--- src/rtl/keypad_pkg.sv ---
// Shared types and helpers for the 4x4 keypad decoder.
// Vectors are active-low: a zero bit is a pressed key.
package keypad_pkg;

    localparam int KEY_W  = 16;
    localparam int CODE_W = 4;

    typedef enum logic [1:0] {
        IDLE,
        PRESS,
        HOLD,
        MULTI
    } kp_state_e;

    function automatic logic [CODE_W-1:0] onehot0_to_code(
        input logic [KEY_W-1:0] v
    );
        logic [CODE_W-1:0] c;
        c = '0;
        for (int i = 0; i < KEY_W; i++) begin
            if (!v[i]) c = CODE_W'(i);
        end
        return c;
    endfunction

    function automatic logic zero_count_gt1(
        input logic [KEY_W-1:0] v
    );
        int n;
        n = 0;
        for (int i = 0; i < KEY_W; i++) begin
            if (!v[i]) n++;
        end
        return (n > 1);
    endfunction

endpackage

--- src/rtl/keypad_debounce.sv ---
// Synchroniser, sample-tick divider and debounce filter for
// the raw scanner vector.
module keypad_debounce
    import keypad_pkg::*;
#(
    parameter int SAMPLE_DIV = 50000,
    parameter int DEB_CNT    = 10
) (
    input  logic             clk,
    input  logic             RST,
    input  logic [KEY_W-1:0] key_n,
    output logic [KEY_W-1:0] deb_vec,
    output logic             tick,
    output logic             none_acc
);

    localparam int DIV_W  = $clog2(SAMPLE_DIV);
    localparam int STAB_W = $clog2(DEB_CNT + 1);

    logic [KEY_W-1:0]  sync1;
    logic [KEY_W-1:0]  sync2;
    logic [KEY_W-1:0]  sample;
    logic [DIV_W-1:0]  div;
    logic [STAB_W-1:0] stab_cnt;
    logic [STAB_W-1:0] stab_nxt;
    logic              accept;

    assign tick = (div == DIV_W'(SAMPLE_DIV - 1));

    always_comb begin
        stab_nxt = '0;
        if (sync2 == sample) begin
            if (stab_cnt == STAB_W'(DEB_CNT))
                stab_nxt = stab_cnt;
            else
                stab_nxt = stab_cnt + 1'b1;
        end
    end

    // stab_cnt counts repeats of a sample: DEB_CNT-1 repeats
    // means DEB_CNT identical samples in a row.
    assign accept   = tick && (stab_nxt >= STAB_W'(DEB_CNT - 1));
    assign none_acc = accept && (&sync2);

    always_ff @(posedge clk) begin
        if (RST) begin
            sync1    <= '1;
            sync2    <= '1;
            sample   <= '1;
            deb_vec  <= '1;
            div      <= '0;
            stab_cnt <= '0;
        end else begin
            sync1 <= key_n;
            sync2 <= sync1;
            div   <= tick ? '0 : div + 1'b1;
            if (tick) begin
                sample   <= sync2;
                stab_cnt <= stab_nxt;
                if (accept) deb_vec <= sync2;
            end
        end
    end

endmodule

--- src/rtl/keypad_decoder.sv ---
// Keypad press detector: single-key strobe with auto-repeat,
// roll-over lock-out and a re-arm requirement after reset.
module keypad_decoder
    import keypad_pkg::*;
#(
    parameter int SAMPLE_DIV = 50000,
    parameter int DEB_CNT    = 10,
    parameter int REPEAT_DLY = 500,
    parameter int REPEAT_PER = 100,
    parameter int REPEAT_EN  = 1
) (
    input  logic              clk,
    input  logic              RST,
    input  logic [KEY_W-1:0]  key_n,
    output logic [CODE_W-1:0] key_code,
    output logic              key_valid,
    output logic              key_down,
    output logic              key_multi
);

    localparam int RPT_MAX = (REPEAT_DLY > REPEAT_PER) ?
                             REPEAT_DLY : REPEAT_PER;
    localparam int RPT_W   = $clog2(RPT_MAX + 1);

    kp_state_e         state;
    kp_state_e         state_nxt;
    logic [KEY_W-1:0]  deb_vec;
    logic              tick;
    logic              none_acc;
    logic              armed;
    logic              is_none;
    logic              is_multi;
    logic              is_one;
    logic              same_key;
    logic [CODE_W-1:0] k;
    logic [RPT_W-1:0]  rpt_cnt;
    logic [RPT_W-1:0]  rpt_inc;
    logic [RPT_W-1:0]  rpt_lim;
    logic              first_rpt;
    logic              rpt_fire;

    keypad_debounce #(
        .SAMPLE_DIV (SAMPLE_DIV),
        .DEB_CNT    (DEB_CNT)
    ) u_deb (
        .clk      (clk),
        .RST      (RST),
        .key_n    (key_n),
        .deb_vec  (deb_vec),
        .tick     (tick),
        .none_acc (none_acc)
    );

    assign is_none  = &deb_vec;
    assign is_multi = zero_count_gt1(deb_vec);
    assign is_one   = !is_none && !is_multi;
    assign k        = onehot0_to_code(deb_vec);
    assign same_key = is_one && (k == key_code);

    assign rpt_inc  = rpt_cnt + 1'b1;
    assign rpt_lim  = first_rpt ? RPT_W'(REPEAT_DLY)
                                : RPT_W'(REPEAT_PER);
    assign rpt_fire = (REPEAT_EN != 0) && (state == HOLD) &&
                      tick && same_key && (rpt_inc == rpt_lim);

    always_ff @(posedge clk) begin
        if (RST) state <= IDLE;
        else     state <= state_nxt;
    end

    // IDLE waits for an accepted all-released vector first, so a
    // key held across reset never strobes.
    always_comb begin
        state_nxt = state;
        unique case (state)
            IDLE: begin
                if (armed) begin
                    if (is_multi)    state_nxt = MULTI;
                    else if (is_one) state_nxt = PRESS;
                end
            end
            PRESS: state_nxt = HOLD;
            HOLD: begin
                if (is_none)        state_nxt = IDLE;
                else if (!same_key) state_nxt = MULTI;
            end
            MULTI: begin
                if (is_none) state_nxt = IDLE;
            end
            default: state_nxt = IDLE;
        endcase
    end

    always_comb begin
        key_valid = 1'b0;
        key_down  = 1'b0;
        key_multi = 1'b0;
        unique case (state)
            PRESS: key_valid = 1'b1;
            HOLD: begin
                key_down  = 1'b1;
                key_valid = rpt_fire;
            end
            MULTI:   key_multi = 1'b1;
            default: ;
        endcase
    end

    always_ff @(posedge clk) begin
        if (RST) begin
            key_code  <= '0;
            rpt_cnt   <= '0;
            first_rpt <= 1'b1;
            armed     <= 1'b0;
        end else begin
            if (none_acc) armed <= 1'b1;
            if (state == IDLE && state_nxt == PRESS) key_code <= k;
            if (state == PRESS || rpt_fire) begin
                rpt_cnt   <= '0;
                first_rpt <= (state == PRESS);
            end else if (state == HOLD && tick && REPEAT_EN != 0) begin
                rpt_cnt <= rpt_inc;
            end
        end
    end

endmodule

--- config.mk ---
export PLATFORM = sky130hd
export DESIGN_NAME = keypad_decoder
export DESIGN_NICKNAME = d
export VERILOG_FILES = /design/src/rtl/keypad_pkg.sv /design/src/rtl/keypad_debounce.sv /design/src/rtl/keypad_decoder.sv
export SDC_FILE = /design/constraint.sdc
export NUM_CORES = 1
export LEC_CHECK = 0
export ABC_CLOCK_PERIOD_IN_PS = 36600
export CELL_PAD_IN_SITES_DETAIL_PLACEMENT = 1
export CELL_PAD_IN_SITES_GLOBAL_PLACEMENT = 1
export CORE_MARGIN = 4
export CORE_UTILIZATION = 48
export CTS_BUF_LIST = sky130_fd_sc_hd__clkbuf_8
export CTS_CLUSTER_SIZE = 40
export DETAILED_ROUTE_END_ITERATION = 16
export GPL_ROUTABILITY_DRIVEN = 0
export PLACE_DENSITY_LB_ADDON = 0.25
export SLEW_MARGIN = 30
export SYNTH_ARGS = -nofsm -noshare
export SYNTH_HDL_FRONTEND = slang
export SYNTH_HIERARCHICAL = 1
export SYNTH_SLANG_ARGS = --single-unit
--- constraint.sdc ---
create_clock -name clk -period 36.6 [get_ports clk]
set_input_delay 7.32 -clock clk [delete_from_list [all_inputs] [get_ports clk]]
set_output_delay 7.32 -clock clk [all_outputs]
set_load 0.05 [all_outputs]
# == After elaboration in Yosys (flattened, before gate mapping) ==
# Cells that the tools add are included.
# word_totals
regBits,101
in_bits,18
out_inout_bits,7
wordCells,101
# classes
add_sub_neg,18
n_lt_le_gt_ge,2
n_eq_ne,9
n_mux,44
reduce_logical,17
# ops
operator,n
32-bit by 2-bit adder with 32-bit output (second input constant),15
32-bit two-way mux,15
4-bit two-way mux,16
32-bit by 2-bit greater-than comparator with 1-bit output (second input constant),1
16-bit AND reduction,2
16-bit by 1-bit adder with 16-bit output (second input constant),1
16-bit equality test,1
16-bit equality test (second input constant),1
2-bit two-way mux,6
9-bit by 1-bit adder with 9-bit output (second input constant),1
9-bit equality test,1
9-bit two-way mux,1
1-bit logical AND,8
2-bit one-hot mux with 4 select lines,1
4-bit by 1-bit adder with 4-bit output (second input constant),1
2-bit by 1-bit equality test with 1-bit output (second input constant),2
2-bit equality test (second input constant),2
4-bit equality test,1
4-bit equality test (second input constant),1
4-bit >= comparator (second input constant),1
1-bit two-way mux,4
2-bit OR reduction,2
1-bit zero test,2
2-bit zero test,1
other kinds (3),3

# == Depth between registers and ports, before layout ==
# Gate-level depths: netlist (run 1).
# logic_depth
word_depth,40
ltp_mapped,52
ltp_nobuf,52

# == Modules after synthesis ==
# The synthesis (run 1) kept the hierarchy.
# by_module_without_submodules
module,instances,cells_per_inst,area_each_um2,seq_area_each_um2
keypad_debounce,1,347,3299.4,1681.6
keypad_decoder,1,427,3165.5,340.3

# == Worst setup path before layout (run 1) ==
# OpenSTA, ideal clock, no wires.
# synth_timing
path_type,register -> output
startpoint,register u_deb.deb_vec[1]
endpoint,output key_valid
arrival_time_ns,9.897
required_time_ns,29.280
path_slack_ns,19.383
stages_incl_launch_ff,49
n_path_buf,1
path_cell_list,dfxtp_1 -> inv_1 -> ha_1 -> buf_6 -> xor3_2 -> ha_1 -> inv_1 -> o32ai_1 -> nor2_1 -> inv_1 -> ha_1 -> nor2_1 -> a21oi_1 -> ha_1 -> nor2b_1 -> a21oi_1 -> nand2_1 -> ha_1 -> [... 13 more ...] -> ha_1 -> nand2b_1 -> nand2_1 -> ha_1 -> mux2_2 -> ha_1 -> nor2b_1 -> a21o_1 -> ha_1 -> nand2b_1 -> and3_1 -> inv_1 -> ha_1 -> or4_1 -> a211o_1 -> and2_4 -> nor4_4 -> o21a_1
# synth_between
elab_chain_cells,36
elab_cells_between_ends,54
cone_classes,14 x add/sub; 1 x order compare; 1 x eq/ne; 31 x mux; 7 x reduce/logical
# synth_lines
element,line_no,source
"start, declared",keypad_debounce.sv:12,"output logic [KEY_W-1:0] deb_vec,"
"start signal, assigned",keypad_debounce.sv:60,if (accept) deb_vec <= sync2;
32-bit two-way mux,keypad_pkg.sv:32,if (!v[i]) n++;
32-bit by 2-bit adder with 32-bit output,keypad_pkg.sv:32,
32-bit two-way mux,keypad_pkg.sv:32,
32-bit by 2-bit adder with 32-bit output,keypad_pkg.sv:32,
32-bit two-way mux,keypad_pkg.sv:32,
32-bit by 2-bit adder with 32-bit output,keypad_pkg.sv:32,
32-bit two-way mux,keypad_pkg.sv:32,
32-bit by 2-bit adder with 32-bit output,keypad_pkg.sv:32,
[... 19 more ...],n/a,
32-bit by 2-bit adder with 32-bit output,keypad_pkg.sv:32,
32-bit two-way mux,keypad_pkg.sv:32,
32-bit by 2-bit greater-than comparator with 1-bit output,keypad_pkg.sv:34,return (n > 1);
1-bit zero test,keypad_decoder.sv:56,assign is_one = !is_none && !is_multi;
1-bit logical AND,keypad_decoder.sv:56,
1-bit logical AND *,keypad_decoder.sv:58,assign same_key = is_one && (k == key_code);
1-bit logical AND * (2 in series),keypad_decoder.sv:64,tick && same_key && (rpt_inc == rpt_lim);
1-bit one-hot mux with 2 select lines *,keypad_decoder.sv:98,unique case (state)
"end, declared",keypad_decoder.sv:16,"output logic key_valid,"
# Every way passes the cells marked *; elsewhere a longest branch is shown, timed or not.

# == Worst setup path in the final report (run 1) ==
# Same ends and word-level chain as after synthesis.

==> impl_metrics.py, run 1 <==
metrics = {
    "run_status": {
        "status": "completed",
    },
    "floorplan": {
        "die_w_um": 124,
        "num_rows": 42,
        "die_y_um": 124,
        "initial_core_util": 0.490,
        "dieArea_um2": 15400,
        "coreArea_um2": 13200,
        "io_pins": 25,
    },
    "clock_tree": {
        "cts_tree": "built",
        "cts_sinks": 101,
        "postCtsSetupBuffers": 0,
        "cts_root_buf": "clkbuf_8",
        "cts-buffers-inserted": 9,
        "ctsHoldBuffers": 0,
        "cts_buffer_depth": 2,
        "htreeDepth": 3,
        "insertion_delay_ns": 0.37,
        "cts_resized": 0,
        "clk_pin_slew_ns": 0.10,
    },
    "detailed_routing": {
        "drtIter0Drc": 266,
        "wl_um": 15300,
        "vias": 5389,
        "firstDrtPassIters": 4,
        "detail-route-antenna-nets": 0,
        "drc_errors": 0,
        "viasPerCell": 5.63,
        "wl_per_cell_um": 16.0,
    },
    "power_and_ir_drop": {
        "p_leak_nw": 2.96,
        "clkPwrFrac": 0.361,
        "power.density_nw_per_um2": 27.2,
        "p_switching_mw": 0.0442,
        "power.internal_mw": 0.145,
        "peakVddDrop_mv": 0.0309,
        "seqPwrFrac": 0.598,
        "switching_share": 0.233,
        "combPwrFrac": 0.042,
    },
    "flow_run": {
        "max-cap-violations": 0,
    },
    "placement": {
        "dpl.hpwl_um": 11700,
        "dpl_worst_slack_ns": 17.32,
        "io_buffer_count": 24,
    },
    "layout": {
        "final_nets": 820,
        "n_fill_cell": 1587,
        "insertedDiodeCount": 0,
        "layout_commonest_cell": "dfxtp_1",
        "drive_gt1_frac": 0.102,
        "areaGrowthSynthToFinish_pct": 7.88,
        "layout_common_cells": "dfxtp_1 (101), nor2_1 (85), nand2_1 (74)",
    },
    "worst_setup_path": {
        "crit_fanout": 11,
        "crit_family": "adder cells",
        "startpoint_type": "register",
        "max_stage_delay_ns": 0.80,
        "crit_required_ns": 29.28,
        "startpoint": "u_deb/deb_vec[1]",
        "worstSetupPathDepth": 48,
        "cp_data_arrival_time_ns": 12.45,
        "endpoint_kind": "output port",
        "cp_common_cell": "ha_1",
        "crit_end": "key_valid",
        "crit_type": "register to output port",
        "rr_endpoint": "rpt_cnt[2]",
        "worst-path-buf-inv": 5,
        "timing.rr.start": "u_deb/deb_vec[1]",
        "cp_slowest_cell": "clkdlybuf4s50_1",
        "rrSetupSlack_ns": 25.21,
        "r2r_cells": 47,
    },
    "synth": {
        "synth_fp_nets": 817,
        "synth_top_area_frac": 0.313,
        "synth_edf_count": 0,
        "synth_seq_area_share": 0.313,
        "synth_cell_type_count": 78,
        "synth.largest_area_cell": "dfxtp_1",
        "synth_area_um2": 6460,
        "synth_cells": 774,
        "ys_ff_latch": 101,
        "synthTopCellsByArea": "dfxtp_1 (31%), xnor2_1 (6.2%), nor2_1 (4.9%)",
        "ys_warn_count": 6,
        "synthFlopType": "dfxtp_1",
        "synth_area_per_cell_um2": 8.35,
        "async_flop_share": 0,
    },
    "global_route": {
        "grt_pass1_wl_um": 26600,
        "grt_pass1_vias": 5628,
        "grt_max_degree": 61,
        "grtUsageTotal": 0.209,
        "antenna_found_initial": 0,
        "grt-ovfl-total": 0,
    },
    "timing": {
        "setup_violations": 0,
        "tightest_slew_ns": 0.631,
        "grt_setup_unrepaired": "no",
        "setup_ws_ns": 16.83,
        "fin_tns_setup_ns": 0,
        "fmax_ghz": 0.0506,
        "slew_violations": 0,
        "final_hold_viol_count": 0,
        "slew_headroom": 0.576,
        "min_period_ns": 19.77,
        "period_share": 0.540,
        "finClkSkew_ns": 0.0191,
        "whs_ns": 0.407,
    },
    "hold_path": {
        "hold_path_class": "register to register",
    },
}
## worst min path at each step
stage | startpoint | end | slack, ns | depth (start not counted)
2_1_floorplan | u_deb/sync1[0] | u_deb/sync2[0] | 0.39 | 1
3_3_place_gp | u_deb/sync1[7] | u_deb/sync2[7] | 0.39 | 1
3_5_place_dp | u_deb/sync1[14] | u_deb/sync2[14] | 0.40 | 1
4_1_cts | u_deb/sync1[11] | u_deb/sync2[11] | 0.41 | 1
5_1_grt | u_deb/sync1[14] | u_deb/sync2[14] | 0.43 | 1
6_report | u_deb/sync1[11] | u_deb/sync2[11] | 0.41 | 1
## layer usage
| layer | track usage | wire length (um) | vias to the layer above |
|---|---|---|---|
| met1 | 0.271 | 7180 | 2617 |
| li1 | - | - | 2693 |
| met4 | 0.0541 | 210 | 0 |
| met3 | 0.0268 | 317 | 14 |
| met5 | 0 | 0 | - |
| met2 | 0.368 | 7570 | 65 |
## area by class of cell
cell class	instances	area, um2	share of cell area
Clock inverter	5	41.3	0.00592
Clock buffer	11	151	0.0217
Inverter	29	109	0.0156
Timing Repair Buffer	26	250	0.0359
Sequential cell	101	2020	0.290
Multi-Input combinational cell	610	4180	0.599
Tap cell	176	220	0.0316
## synthesized netlist by cell type, types with 3 or more instances
library cell	instances
nand2_1	74
o211ai_1	8
nor2b_1	19
nor3b_1	5
and3_1	8
nand3b_1	19
a211o_1	3
nor4_1	4
dfxtp_1	101
a21boi_0	3
nor3_1	22
clkbuf_1	23
and2_1	4
nand3_1	30
o21ai_0	20
nor2_1	85
inv_1	28
xnor2_1	46
nand4_1	16
or4_1	4
or2_2	35
or3_1	5
a31oi_1	6
a2111oi_0	3
a21oi_1	26
buf_2	4
xnor2_2	3
xor2_1	31
a21o_1	8
o31ai_1	3
ha_1	25
a211oi_1	5
a2bb2oi_1	3
nand2b_1	8
mux2i_1	23
nor4bb_1	3
o21a_1	4
## sequential cells by signal, indices dropped and copies added (netlist names)
register        cells
armed               1
first_rpt           1
key_code            4
rpt_cnt             9
state               2
u_deb/deb_vec      16
u_deb/div          16
u_deb/sample       16
u_deb/stab_cnt      4
u_deb/sync1        16
u_deb/sync2        16
## cell families after synthesis
kind of cell | share of synthesized area
DFF | 0.313
buffers and inverters | 0.0406
xor gates and xnor gates | 0.134
adders and majority gates | 0.0484
and+or+nand+nor | 0.301
muxes | 0.0408
AOI/OAI and AO/OA | 0.122
## power groups by stage
stage / registers, mW / logic (mW) / clock network [mW]
finish: 0.113 / 0.00792 / 0.0684
global placement: 0.116 / 0.00780 / 0
detailed placement: 0.116 / 0.00802 / 0
global route: 0.114 / 0.00880 / 0.0756
CTS: 0.113 / 0.00808 / 0.0705
floorplan: 0.115 / 0.00529 / 0
## metrics by stage
step / util / cells / total power, mW / instance area (um2)
2_1_floorplan: - / 774 / 0.121 / 6460
3_3_place_gp: 0.514 / 942 / 0.123 / 6780
3_5_place_dp: 0.514 / 942 / 0.124 / 6780
4_1_cts: 0.529 / 958 / 0.192 / 6970
5_1_grt: 0.529 / 958 / 0.198 / 6970
6_report: 0.529 / 958 / 0.190 / 6970
(Power assumes the default switching activity.)
==> run 2, diff against run 1 <==
--- a/config.mk
+++ b/config.mk
@@ -5,7 +5,7 @@
 export SDC_FILE = /design/constraint.sdc
 export NUM_CORES = 1
 export LEC_CHECK = 0
-export ABC_CLOCK_PERIOD_IN_PS = 36600
+export ABC_CLOCK_PERIOD_IN_PS = 18800
 export CELL_PAD_IN_SITES_DETAIL_PLACEMENT = 1
 export CELL_PAD_IN_SITES_GLOBAL_PLACEMENT = 1
 export CORE_MARGIN = 4
==> constraint.sdc (replaced) <==
create_clock -name clk -period 18.8 [get_ports clk]
set_input_delay 3.76 -clock clk [delete_from_list [all_inputs] [get_ports clk]]
set_output_delay 3.76 -clock clk [all_outputs]
set_load 0.05 [all_outputs]
==> run 2 against run 1 <==
Effect of this change: non-clock buffer count unchanged; clock power up 130%; sequential share of layout area is 0.18 points lower; first-iteration DRC count is 13% lower; combinational power up 96%; cell count unchanged; final area rose by 0.63%; sequential cell count stayed put; global-route usage decreased by 0.16 points; critical path depth did not move.
==> impl_metrics.py, run 2 (synthesis results as in run 1) <==
metrics = {
    "clock_tree": {
        "insertion_delay_ns": 0.36,
        "ctsHoldBuffers": 0,
        "cts_root_buf": "clkbuf_8",
        "clk_pin_slew_ns": 0.09,
        "htreeDepth": 3,
        "cts_sinks": 101,
        "postCtsSetupBuffers": 0,
        "cts_tree": "built",
        "cts_resized": 0,
        "cts-buffers-inserted": 9,
        "cts_buffer_depth": 2,
    },
    "detailed_routing": {
        "wl_um": 15300,
        "viasPerCell": 5.63,
        "drtIter0Drc": 232,
        "vias": 5389,
        "drc_errors": 0,
        "wl_per_cell_um": 16.0,
        "firstDrtPassIters": 4,
        "detail-route-antenna-nets": 0,
    },
    "floorplan": {
        "initial_core_util": 0.490,
        "die_y_um": 124,
        "die_w_um": 124,
        "coreArea_um2": 13200,
        "io_pins": 25,
        "dieArea_um2": 15400,
        "num_rows": 42,
    },
    "timing": {
        "finClkSkew_ns": 0.0172,
        "setup_violations": 0,
        "fin_tns_setup_ns": 0,
        "setup_ws_ns": 2.61,
        "period_share": 0.861,
        "grt_setup_unrepaired": "no",
        "tightest_slew_ns": 0.645,
        "slew_headroom": 0.567,
        "slew_violations": 0,
        "min_period_ns": 16.19,
        "final_hold_viol_count": 0,
        "fmax_ghz": 0.0618,
    },
    "layout": {
        "layout_common_cells": "dfxtp_1 (101), nor2_1 (85), nand2_1 (74)",
        "final_cells": 958,
        "insertedDiodeCount": 0,
        "areaGrowthSynthToFinish_pct": 8.55,
        "final_nets": 820,
        "drive_gt1_frac": 0.101,
        "n_fill_cell": 1592,
        "layout_commonest_cell": "dfxtp_1",
        "fin_area_um2": 7020,
    },
    "placement": {
        "dpl.hpwl_um": 11600,
        "dpl_worst_slack_ns": 3.08,
        "place_inst": 942,
        "io_buffer_count": 24,
        "dpl-instance-area_um2": 6780,
    },
    "power_and_ir_drop": {
        "power_mw": 0.396,
        "p_leak_nw": 2.99,
        "peakVddDrop_mv": 0.0536,
        "power.density_nw_per_um2": 56.4,
    },
    "worst_setup_path": {
        "crit_fanout": 11,
        "rr_endpoint": "rpt_cnt[2]",
        "startpoint_type": "register",
        "timing.rr.start": "u_deb/deb_vec[1]",
        "rrSetupSlack_ns": 7.43,
        "crit_type": "register to output port",
        "cp_common_cell": "ha_1",
        "endpoint_kind": "output port",
        "max_stage_delay_ns": 0.80,
        "worst-path-buf-inv": 5,
        "crit_required_ns": 15.04,
        "crit_family": "adder cells",
        "r2r_cells": 47,
        "cp_slowest_cell": "clkdlybuf4s50_1",
        "cp_data_arrival_time_ns": 12.43,
    },
    "global_route": {
        "grtUsageTotal": 0.208,
        "antenna_found_initial": 0,
        "grt_max_degree": 61,
        "grt_pass1_vias": 5627,
        "grt-ovfl-total": 0,
        "grt_pass1_wl_um": 26400,
    },
    "flow_run": {
        "max-cap-violations": 0,
    },
    "hold_path": {
        "hp-start": "u_deb/sync1[14]",
        "min_to": "u_deb/sync2[14]",
        "holdPathStages": 1,
        "hold_path_class": "register to register",
    },
    "run_status": {
        "status": "completed",
    },
}
==> run 2: worst reg2reg max path: cells and delay by family, from the launching register on <==
kind                     cells  cell delay, ns
flip-flops                   1            0.43
buffers and inverters        4            0.37
adder cells (fa/ha/maj)     12            3.77
AND/OR/NAND/NOR             15            2.95
XOR/XNOR                     1            0.55
AO/OA/AOI/OAI               13            2.68
multiplexers                 2            0.50
==> run 2: per-stage QoR <==
step                hold slack [ns]   util
finish                        0.414  0.532
global route                  0.430  0.532
CTS                           0.417  0.532
detailed placement            0.395  0.514
global placement              0.393  0.514
floorplan                     0.389      -
==> run 2: layout make-up <==
type	count	area (um2)	area share
flip-flops and latches	101	2020	0.288
well taps	176	220	0.0314
multi-input cells	610	4180	0.596
clock buffers	9	124	0.0177
clock inverters	7	113	0.0160
inverters	29	109	0.0155
repair buffers	26	250	0.0357
==> run 2: report_power, final <==
part	switching, mW	leakage [nW]	internal, mW
Clock	0.0717	0.125	0.0880
Sequential	0.00292	0.823	0.217
Combinational	0.00720	2.04	0.00827
==> run 2: how the worst max path moves through the flow <==
stage                     startpoint   endpoint  depth (start not counted)
global placement    u_deb/deb_vec[1]  key_valid                         48
CTS                 u_deb/deb_vec[1]  key_valid                         48
global route        u_deb/deb_vec[1]  key_valid                         48
finish              u_deb/deb_vec[1]  key_valid                         48
detailed placement  u_deb/deb_vec[1]  key_valid                         48
floorplan           u_deb/deb_vec[1]  key_valid                         48
==> run 2: per-layer routing <==
| metal | global-route usage | up-vias | wire length [um] |
|---|---|---|---|
| met3 | 0.0245 | 12 | 220 |
| met1 | 0.268 | 2639 | 7330 |
| met5 | 0 | - | 0 |
| met4 | 0.0527 | 0 | 187 |
| li1 | - | 2699 | - |
| met2 | 0.369 | 39 | 7600 |
==> run 3, diff against run 2 <==
--- a/config.mk
+++ b/config.mk
@@ -5,16 +5,16 @@
 export SDC_FILE = /design/constraint.sdc
 export NUM_CORES = 1
 export LEC_CHECK = 0
-export ABC_CLOCK_PERIOD_IN_PS = 18800
+export ABC_CLOCK_PERIOD_IN_PS = 13430
 export CELL_PAD_IN_SITES_DETAIL_PLACEMENT = 1
 export CELL_PAD_IN_SITES_GLOBAL_PLACEMENT = 1
 export CORE_MARGIN = 4
-export CORE_UTILIZATION = 48
+export CORE_UTILIZATION = 44
 export CTS_BUF_LIST = sky130_fd_sc_hd__clkbuf_8
 export CTS_CLUSTER_SIZE = 40
 export DETAILED_ROUTE_END_ITERATION = 16
 export GPL_ROUTABILITY_DRIVEN = 0
-export PLACE_DENSITY_LB_ADDON = 0.25
+export PLACE_DENSITY_LB_ADDON = 0.1
 export SLEW_MARGIN = 30
 export SYNTH_ARGS = -nofsm -noshare
 export SYNTH_HDL_FRONTEND = slang
==> constraint.sdc (replaced) <==
create_clock -name clk -period 13.43 [get_ports clk]
set_input_delay 2.686 -clock clk [delete_from_list [all_inputs] [get_ports clk]]
set_output_delay 2.686 -clock clk [all_outputs]
set_load 0.05 [all_outputs]
==> run 3 against run 2 <==
Effect of this change: first-iteration DRC count shrank 10%; clock power up 31%; global-route usage shrank 1.1 points; combinational power up 42%; clock skew shrank 0.0041 ns; count of clock-buffer cells in the layout unchanged; sequential share of layout area down 0.71 points.
==> impl_metrics.py, run 3 (synthesis results as in run 1) <==
metrics = {
    "layout": {
        "fin_area_um2": 7230,
        "final_nets": 831,
        "layout_commonest_cell": "dfxtp_1",
        "areaGrowthSynthToFinish_pct": 11.8,
        "multiInputGateArea_um2": 4300,
        "n_fill_cell": 1735,
        "drive_gt1_frac": 0.139,
        "layout_common_cells": "dfxtp_1 (98), nor2_1 (83), nand2_1 (73)",
        "register_area_um2": 2030,
        "insertedDiodeCount": 0,
    },
    "power_and_ir_drop": {
        "peakVddDrop_mv": 0.0821,
        "p_leak_nw": 3.02,
        "power.density_nw_per_um2": 74.6,
    },
    "timing": {
        "slew_violations": 0,
        "tightest_slew_ns": 0.724,
        "period_share": 0.961,
        "setup_violations": 0,
        "setup_ws_ns": 0.520,
        "final_hold_viol_count": 0,
        "whs_ns": 0.418,
        "slew_headroom": 0.514,
        "fmax_ghz": 0.0775,
        "finClkSkew_ns": 0.0132,
        "min_period_ns": 12.91,
    },
    "detailed_routing": {
        "wl_um": 16000,
        "wl_per_cell_um": 16.3,
        "drtIter0Drc": 208,
        "detail-route-antenna-nets": 0,
        "drc_errors": 0,
        "viasPerCell": 5.58,
        "vias": 5454,
        "firstDrtPassIters": 4,
    },
    "worst_setup_path": {
        "cp_slowest_cell": "dfxtp_1",
        "startpoint_type": "register",
        "crit_fanout": 12,
        "max_stage_delay_ns": 0.57,
        "endpoint_kind": "output port",
        "crit_type": "register to output port",
        "cp_common_cell": "ha_1",
        "crit_required_ns": 10.74,
        "cp_data_arrival_time_ns": 10.22,
    },
    "floorplan": {
        "coreArea_um2": 14500,
        "io_pins": 25,
        "die_w_um": 129,
        "dieArea_um2": 16700,
        "die_y_um": 129,
        "initial_core_util": 0.447,
        "num_rows": 44,
    },
    "clock_tree": {
        "cts_root_buf": "clkbuf_8",
        "cts-buffers-inserted": 9,
        "cts_tree": "built",
        "htreeDepth": 3,
        "cts_buffer_depth": 2,
        "cts_sinks": 101,
        "insertion_delay_ns": 0.38,
        "clk_pin_slew_ns": 0.10,
    },
    "hold_path": {
        "hold_path_class": "register to register",
    },
    "global_route": {
        "grt_pass1_wl_um": 27000,
        "grtUsageTotal": 0.197,
        "grt_pass1_vias": 5609,
        "grt-ovfl-total": 0,
        "grt_max_degree": 76,
        "antenna_found_initial": 0,
    },
    "placement": {
        "dpl-instance-area_um2": 6800,
        "dpl_worst_slack_ns": -0.183,
        "dpl.hpwl_um": 11800,
        "io_buffer_count": 24,
    },
    "flow_run": {
        "max-cap-violations": 0,
    },
    "run_status": {
        "status": "completed",
    },
}
## run 3: changes by cell type in the layout (fill, tap and decap cells not counted), sizes merged
cell           delta
clkinv            +2
bufinv            -2
clkdlybuf4s50     -1
buf              +12
## run 3: report_power, final
part	total (mW)	switching, mW	internal [mW]
combinational	0.0220	0.0104	0.0116
clock	0.209	0.118	0.0907
sequential	0.308	0.00403	0.304
## run 3: path summary, 6_finish.rpt
path,depth (start not counted),startpoint,slack (ns),to
worst max-delay path,47,u_deb/deb_vec[3],0.52,key_valid
worst min-delay path,1,u_deb/sync1[9],0.42,u_deb/sync2[9]
worst max register to register,47,u_deb/deb_vec[3],3.29,key_code[0]
worst min register to register,1,u_deb/sync1[9],0.42,u_deb/sync2[9]
## run 3: metrics by stage
step	power, mW	util	TNS, ns	instances
6_report	0.539	0.499	0	977
5_1_grt	0.563	0.499	-0.0654	977
4_1_cts	0.551	0.488	0	967
3_5_place_dp	0.338	0.470	-0.183	950
3_3_place_gp	0.337	0.470	0	950
2_1_floorplan	0.329	-	0	774
## run 3: final cells by class
class | count | area share
flip-flops and latches | 101 | 0.281
repair buffers | 37 | 0.0474
well taps | 184 | 0.0319
clock inverters | 7 | 0.0128
clock buffers | 9 | 0.0171
inverters | 29 | 0.0151
multi-input cells | 610 | 0.595
## run 3: per-layer routing
| metal | part of all wire | vias to the layer above | track usage |
|---|---|---|---|
| met5 | 0 | - | 0 |
| met4 | 0.016 | 0 | 0.0636 |
| met3 | 0.016 | 16 | 0.0256 |
| met2 | 0.48 | 51 | 0.334 |
| met1 | 0.49 | 2661 | 0.261 |
| li1 | - | 2726 | - |
## run 3: critical path: cells and delay by family, from the launching register on
family                     cells  cell delay, ns
adders and majority gates     11            3.14
and+or+nand+nor               16            2.65
AOI/OAI and AO/OA             11            1.72
xor gates and xnor gates       3            0.90
DFF                            1            0.57
muxes                          2            0.47
buffers and inverters          4            0.38
## run 3: what timing repair did
item | in CTS | in global routing
hold buffers | 0 | 0
setup endpoints to repair | 1 | 1
resized for setup | 8 | 19
pin swaps | 1 | 10
setup buffers | 1 | 10
